File: src/rtl/color_pkg.sv
// Shared colour codes, per-colour RGB targets and the lookup used by the RGB fade/PWM stage.
package color_pkg;

    localparam int PWM_BITS = 8;

    typedef enum logic [1:0] {
        NATURAL = 2'b00,
        WHITE   = 2'b01,
        BLUE    = 2'b10,
        ORANGE  = 2'b11
    } color_e;

    typedef struct packed {
        logic [PWM_BITS-1:0] r;
        logic [PWM_BITS-1:0] g;
        logic [PWM_BITS-1:0] b;
    } rgb_t;

    localparam rgb_t RGB_NATURAL = '{r: 8'd255, g: 8'd180, b: 8'd100};
    localparam rgb_t RGB_WHITE   = '{r: 8'd255, g: 8'd255, b: 8'd255};
    localparam rgb_t RGB_BLUE    = '{r: 8'd0,   g: 8'd0,   b: 8'd255};
    localparam rgb_t RGB_ORANGE  = '{r: 8'd255, g: 8'd100, b: 8'd0};
    localparam rgb_t RGB_OFF     = '{r: 8'd0,   g: 8'd0,   b: 8'd0};

    // Lamp off overrides any colour selection.
    function automatic rgb_t color_target(input logic [1:0] color, input logic light_on);
        rgb_t t;
        t = RGB_OFF;
        if (light_on) begin
            case (color)
                NATURAL: t = RGB_NATURAL;
                WHITE:   t = RGB_WHITE;
                BLUE:    t = RGB_BLUE;
                ORANGE:  t = RGB_ORANGE;
                default: t = RGB_OFF;
            endcase
        end else begin
            t = RGB_OFF;
        end
        return t;
    endfunction

endpackage

File: src/rtl/fade_channel.sv
// One LED channel: level ramp toward target, per-period duty latch and registered PWM output.
module fade_channel
    import color_pkg::*;
(
    input  logic                clk,
    input  logic                reset,
    input  logic [PWM_BITS-1:0] target,
    input  logic                fade_tick,
    input  logic [PWM_BITS-1:0] pwm_cnt,
    input  logic                pwm_wrap,
    output logic [PWM_BITS-1:0] level,
    output logic                led
);

    logic [PWM_BITS-1:0] level_q, level_d;
    logic [PWM_BITS-1:0] duty_q,  duty_d;
    logic                led_q,   led_d;

    // Next-state: single-step ramp, duty capture at period end, PWM compare.
    always_comb begin
        level_d = level_q;
        duty_d  = duty_q;
        led_d   = 1'b0;
        if (fade_tick) begin
            if (level_q < target) begin
                level_d = level_q + 8'd1;
            end else if (level_q > target) begin
                level_d = level_q - 8'd1;
            end else begin
                level_d = level_q;
            end
        end else begin
            level_d = level_q;
        end
        // level_q is the pre-step value, so a coincident tick is not seen by the latch.
        if (pwm_wrap) begin
            duty_d = level_q;
        end else begin
            duty_d = duty_q;
        end
        led_d = (pwm_cnt < duty_q);
    end

    // Channel state registers.
    always_ff @(posedge clk or posedge reset) begin
        if (reset) begin
            level_q <= 8'd0;
            duty_q  <= 8'd0;
            led_q   <= 1'b0;
        end else begin
            level_q <= level_d;
            duty_q  <= duty_d;
            led_q   <= led_d;
        end
    end

    assign level = level_q;
    assign led   = led_q;

endmodule

File: src/rtl/rgb_fade_pwm.sv
// Colour-code to RGB target mapping with linear fading and three PWM LED drivers.
module rgb_fade_pwm
    import color_pkg::*;
#(
    parameter int unsigned FADE_DIV = 256
) (
    input  logic                clk,
    input  logic                reset,
    input  logic [1:0]          color,
    input  logic                light_on,
    output logic                led_r,
    output logic                led_g,
    output logic                led_b,
    output logic [PWM_BITS-1:0] level_r,
    output logic [PWM_BITS-1:0] level_g,
    output logic [PWM_BITS-1:0] level_b,
    output logic                fading
);

    localparam int FC_W = (FADE_DIV > 1) ? $clog2(FADE_DIV) : 1;

    logic [FC_W-1:0]     fade_cnt_q, fade_cnt_d;
    logic [PWM_BITS-1:0] pwm_cnt_q,  pwm_cnt_d;
    logic                fading_q,   fading_d;
    logic                fade_tick;
    logic                pwm_wrap;
    rgb_t                target;

    // Counters, target lookup and settle detection.
    always_comb begin
        fade_tick = (fade_cnt_q == FC_W'(FADE_DIV - 1));
        pwm_wrap  = (pwm_cnt_q == 8'hFF);
        if (fade_tick) begin
            fade_cnt_d = '0;
        end else begin
            fade_cnt_d = fade_cnt_q + FC_W'(1);
        end
        pwm_cnt_d = pwm_cnt_q + 8'd1;
        target    = color_target(color, light_on);
        fading_d  = (level_r != target.r) || (level_g != target.g) || (level_b != target.b);
    end

    // Shared timebase and fading flag.
    always_ff @(posedge clk or posedge reset) begin
        if (reset) begin
            fade_cnt_q <= '0;
            pwm_cnt_q  <= 8'd0;
            fading_q   <= 1'b0;
        end else begin
            fade_cnt_q <= fade_cnt_d;
            pwm_cnt_q  <= pwm_cnt_d;
            fading_q   <= fading_d;
        end
    end

    assign fading = fading_q;

    fade_channel u_ch_r (
        .clk      (clk),
        .reset    (reset),
        .target   (target.r),
        .fade_tick(fade_tick),
        .pwm_cnt  (pwm_cnt_q),
        .pwm_wrap (pwm_wrap),
        .level    (level_r),
        .led      (led_r)
    );

    fade_channel u_ch_g (
        .clk      (clk),
        .reset    (reset),
        .target   (target.g),
        .fade_tick(fade_tick),
        .pwm_cnt  (pwm_cnt_q),
        .pwm_wrap (pwm_wrap),
        .level    (level_g),
        .led      (led_g)
    );

    fade_channel u_ch_b (
        .clk      (clk),
        .reset    (reset),
        .target   (target.b),
        .fade_tick(fade_tick),
        .pwm_cnt  (pwm_cnt_q),
        .pwm_wrap (pwm_wrap),
        .level    (level_b),
        .led      (led_b)
    );

endmodule

File: config.mk
export PLATFORM = sky130hd
export DESIGN_NAME = rgb_fade_pwm
export DESIGN_NICKNAME = d
export VERILOG_FILES = /design/src/rtl/color_pkg.sv /design/src/rtl/fade_channel.sv /design/src/rtl/rgb_fade_pwm.sv
export SDC_FILE = /design/constraint.sdc
export NUM_CORES = 1
export LEC_CHECK = 0
export BUFFER_PORTS_ARGS = -buffer_cell sky130_fd_sc_hd__buf_4
export CORE_ASPECT_RATIO = 1.1
export CORE_MARGIN = 3
export CORE_UTILIZATION = 62
export CTS_BUF_LIST = sky130_fd_sc_hd__clkbuf_8
export CTS_CLUSTER_SIZE = 40
export DETAILED_ROUTE_END_ITERATION = 6
export GPL_TIMING_DRIVEN = 0
export MAX_ROUTING_LAYER = met4
export PLACE_DENSITY_LB_ADDON = 0.3
export SYNTH_ARGS = -nofsm -noshare
export SYNTH_HDL_FRONTEND = slang
export SYNTH_SLANG_ARGS = --single-unit
File: constraint.sdc
create_clock -name clk -period 4.1 [get_ports clk]
set_input_delay 0.615 -clock clk [delete_from_list [all_inputs] [get_ports clk]]
set_output_delay 0.615 -clock clk [all_outputs]
set_load 0.01 [all_outputs]
## After elaboration in Yosys (flattened, before gate mapping)

Cells that the tools add are included.

- Add/sub/neg operators: 8
- Magnitude comparators: 9
- Equal/unequal tests: 8
- Multiplexer cells: 9
- Reductions and logical operators: 9

Operators by type and width:

| kind | count |
|---|---|
| $pmux W24 S4 | 1 |
| $mux W8 | 7 |
| $lt A8 B8 Y1 | 6 |
| $add A8 B1 Y8 const B | 5 |
| $gt A8 B8 Y1 | 3 |
| $mux W24 | 1 |
| $ne A8 B8 Y1 | 3 |
| $sub A8 B1 Y8 const B | 3 |
| $eq A8 B8 Y1 const B | 2 |
| $reduce_and A2 Y1 | 3 |
| $reduce_bool A2 Y1 | 3 |
| $eq A2 B2 Y1 const B | 2 |
| $eq A2 B1 Y1 const B | 1 |
| $logic_not A2 Y1 | 1 |
| $logic_or A1 B1 Y1 | 2 |

- Register bits: 68
- Bits of input ports: 5
- Output and inout port bits: 28
- Logic and storage cells: 55

## Logic depth before layout (Yosys ltp)

- Depth in word-level cells: 6
- Depth in mapped cells: 16
- Mapped depth without buffers: 16

## Cells and area by module

From an unflattened synthesis, not the netlist that was laid out.

- Cells, all modules: 488
- Area total of the unflattened synthesis: 4724.5 um^2

Modules (own cells, without submodules):

| module | instances | cells an instance | area an instance (um^2) | seq. area each (um^2) |
|---|---|---|---|---|
| fade_channel | 3 | 131 | 1260.0 | 425.4 |
| rgb_fade_pwm | 1 | 95 | 944.7 | 425.4 |

## Worst setup path after synthesis

OpenSTA, ideal clock, no wires.

- Path kind: input to register
- Start point: in color[0]
- End point: reg u_ch_r.level_q[6], in the netlist u_ch_r.level[6]
- Setup time: 125 ps
- Data arrival time: 3354 ps
- Required time: 3975 ps
- Setup slack: 621 ps
- Cell stages on the path: 14
- Path buffers: 0
- Path through: inv_1 ha_1 nand2b_1 ha_1 nand2_1 o21ai_0 a21o_1 ha_1 a21o_1 a21oi_1 o21bai_1 a21oi_1 xnor2_1 mux2_4

- Word-level cells in the longest chain between the ends: 6
- Elaborated cells on any way between the ends: 11
- Classes of those cells: 2 x order compare; 3 x eq/ne; 3 x mux; 3 x reduce/logical

Ends and longest elaborated chain:

| item | line | source |
|---|---|---|
| from (decl) | rgb_fade_pwm.sv:9 | `input logic [1:0] color,` |
| $eq A2 B2 Y1, or another cell as far along | color_pkg.sv:30 | `case (color)` |
| $pmux W24 S4 * | color_pkg.sv:30 |  |
| $mux W24 * | color_pkg.sv:29 | `if (light_on) begin` |
| $gt A8 B8 Y1 or $lt A8 B8 Y1 (tied branches) | fade_channel.sv:27, fade_channel.sv:25 |  |
| $reduce_bool A2 Y1 (no source line) | -- |  |
| $reduce_and A2 Y1 (no source line) | -- |  |
| to (signal assigned) | fade_channel.sv:51 | `level_q <= level_d;` |
| to (decl) | fade_channel.sv:15 | `logic [PWM_BITS-1:0] level_q, level_d;` |

Mark *: on every way between the ends. The rest lies on a longest branch, timed or not.
A chain may end at the register's enable or synchronous reset.

## Final worst setup path

- Start point: in color[0]
- End point: reg u_ch_r.level_q[7], in the netlist u_ch_r.level[7]

Same word-level chain as after synthesis.

==> out/metrics.yaml <==
postCtsSetupRepairBufs: 0
initial_core_util_pct: 64.82
reg2reg_depth: 12
port_buffers: 32
wl_per_cell_um: 16.36
final_max_slew_viol_count: 0
design_area_sq_um: 5235
place_ws_ns: -0.06704
synthArstFlopShare_pct: 100.0
clock.fmax_ghz: 0.2566
skew_ns: 0.01250
cts_max_path_buffers: 2
leakagePower_uw: 0.002682
ant_nets: 0
drive_above_1_share_pct: 23.13
syn_area_sq_um: 4619
synth-simple-area-share_pct: 9.886
num_antenna_cells: 0
synth_common_cells: "ha_1, dfrtp_1, a21oi_1"
fin_nets: 539
slew_headroom_pct: 62.53
dieArea_sq_um: 8524
ir_drop_v: 0.0002164
worstPathCellList: "buf_4, inv_1, ha_1, nand2b_1, ha_1, nand2_1, o21ai_0, a21o_1, ha_1, nand3_1, nand2_1, a21oi_1, a2111oi_0, a31oi_1, xnor2_1"
die-width_um: 88.30
synthTopCellsByArea: "dfrtp_1, ha_1, mux2_4"
synth-xor-area-share_pct: 6.067
synth_top_family_by_area: "adder cells"
setup_viol: 0
synthAdderAreaFrac_pct: 19.99
drt-initial-drc-count: 131
netlist.area_leader.share_pct: 36.84
regArea_sq_um: 1702
vias: 3179
fin_crit_ns: 3.897
gp_congestion: 0.8383
path_clk_slew_ns: 0.08
drt_wl_total_mm: 9.032
final.fill_count: 488
htree_num_levels: 3
ys_ff_latch: 68
io_pins: 33
antenna_found_initial: 0
seq_area_frac_synth_pct: 36.84
drt-pass1-iter-count: 4
core_area_sq_um: 7127
required_ns: 4.33
yosysUniqueCellTypes: 42
status: "completed"
final_cells: 552
synth-compound-area-share_pct: 11.94
cts.sinks: 68
yosys_warnings: 0
p_per_area_nw_per_um2: 302.5
root_buffer: "clkbuf_8"
hpwl_mm: 6.656
crit_family: "compound AO/OA/AOI/OAI gates"
insertion_delay_ns: 0.35
drc: 0
crit_top_cell: "ha_1"
die_y_um: 96.53
crit_type: "input pin to register"
synth.most_common_cell: "ha_1"
setup_ws_ns: 0.2026
path_depth: 15
syn_to_final_growth_pct: 13.33
hp-class: "input pin to async pin"
endpoint_kind: "register"
cts-resized-gates: 0
power_uw: 1584
gr-usage-all-layers_pct: 23.67
maxCapViolations: 0
grt-ovfl-total: 0
crit_fanout: 10
max_slew.worst_pin.slew_ns: 0.5613
synth_edf_count: 0
hold_violations: 0
dpl.cell_count: 536
grt_pass1_wl_mm: 15.13
rsz0062_at_grt: "no"
syn_avg_cell_area_sq_um: 11.05
multiInputGateArea_sq_um: 2726
yosys.area.top_type: "dfrtp_1"
slowest_stage: "a2111oi_0"
synthMuxAreaShare_pct: 11.13
post-route-period-util_pct: 95.06
critPathLaunchType: "input pin"
grt_pass1_vias: 3271
arrival_ns: 4.13
num_rows: 32
cp_num_buf_inv: 2
grt_max_degree: 45
synthesis.nets: 495
critPathMaxStageDelay_ns: 0.51
cts_tree: "yes"
placed_cell_area_sq_um: 4986
vias_per_cell: 5.759
tns_ns: 0
ctsHoldBuffers: 0
synthCells: 418
cts_buffers: 9
ys.flop_type: "dfrtp_1"
[area by class of cell]
| class | count | share of cell area, % |
|---|---|---|
| Timing Repair Buffer | 33 | 4.971 |
| Inverter | 37 | 2.653 |
| Sequential cell | 68 | 32.50 |
| Buffer | 4 | 1.004 |
| Clock buffer | 10 | 2.629 |
| Multi-Input combinational cell | 309 | 52.08 |
| Tap cell | 85 | 2.032 |
| Clock inverter | 6 | 2.127 |
[path summary, 6_finish.rpt]
kind,from,end,slack [ns]
min in group clk,u_ch_b.duty_q[0]$_DFFE_PP0N_,u_ch_b.duty_q[0]$_DFFE_PP0N_,0.49
worst min register to register,u_ch_b.duty_q[0]$_DFFE_PP0N_,u_ch_b.duty_q[0]$_DFFE_PP0N_,0.49
max in group asynchronous,reset,u_ch_r.level[1]$_DFFE_PP0P_,3.15
worst min-delay path,reset,fade_cnt_q[0]$_DFF_PP0_,0.31
worst max-delay path,color[0],u_ch_r.level[7]$_DFFE_PP0P_,0.20
worst max register to register,u_ch_g.level[1]$_DFFE_PP0P_,u_ch_g.level[6]$_DFFE_PP0P_,0.81
[sequential cells by signal, summed over array words and instances (netlist names), 8 cells and up]
| name | cells |
|---|---|
| pwm_cnt_q | 8 |
| u_ch_r.duty_q | 8 |
| u_ch_g.level | 8 |
| u_ch_b.duty_q | 8 |
| u_ch_r.level | 8 |
| fade_cnt_q | 8 |
| u_ch_b.level | 8 |
| u_ch_g.duty_q | 8 |
[where the power goes]
group | total, uW | internal [uW] | leakage (uW) | switching [uW]
combinational | 211 | 90.2 | 0.00166 | 121
clock | 685 | 420 | 0.000122 | 265
sequential | 688 | 676 | 0.000901 | 11.2
[logic make-up after synthesis]
kind of cell,after synthesis
buffers and inverters,41
AND/OR/NAND/NOR,77
XOR/XNOR,32
flip-flops,68
multiplexers,36
AO/OA/AOI/OAI,92
adder cells (fa/ha/maj),72
[metrics by stage]
step	utilization [%]	hold WS, ns
after floorplan	-	0.4507
final	73.46	0.3122
after global placement	69.68	0.4660
after CTS	73.46	0.3288
after detailed placement	69.96	0.4813
after global routing	73.46	0.3512
[cell usage in the layout (no fill, tap or decap), types with 2 or more instances in the layout]
cell type / n
xnor2_1: 24
xor2_1: 8
mux2_2: 7
a21o_1: 15
nand3_1: 12
o211ai_1: 2
bufinv_16: 3
fa_1: 3
o21ai_1: 3
nor4_4: 2
nand2_1: 26
nor2_1: 12
nand4_1: 2
nor2_4: 2
o21bai_1: 3
o21ai_2: 2
a21oi_1: 40
a31oi_1: 5
ha_1: 69
inv_1: 36
nand2_2: 3
buf_4: 32
dfrtp_1: 68
mux2_4: 29
clkbuf_8: 10
nand2b_1: 6
buf_6: 2
and2_4: 2
a2111oi_0: 2
o21ai_0: 16
buf_8: 2
[per-layer routing]
| metal | wire length (um) | GRT usage [%] |
|---|---|---|
| met5 | 0 | - |
| met1 | 4005 | 28.89 |
| met2 | 4594 | 39.09 |
| met3 | 271 | 3.478 |
| met4 | 161 | 10.45 |
No activity file was read; power rests on OpenSTA's default activity.
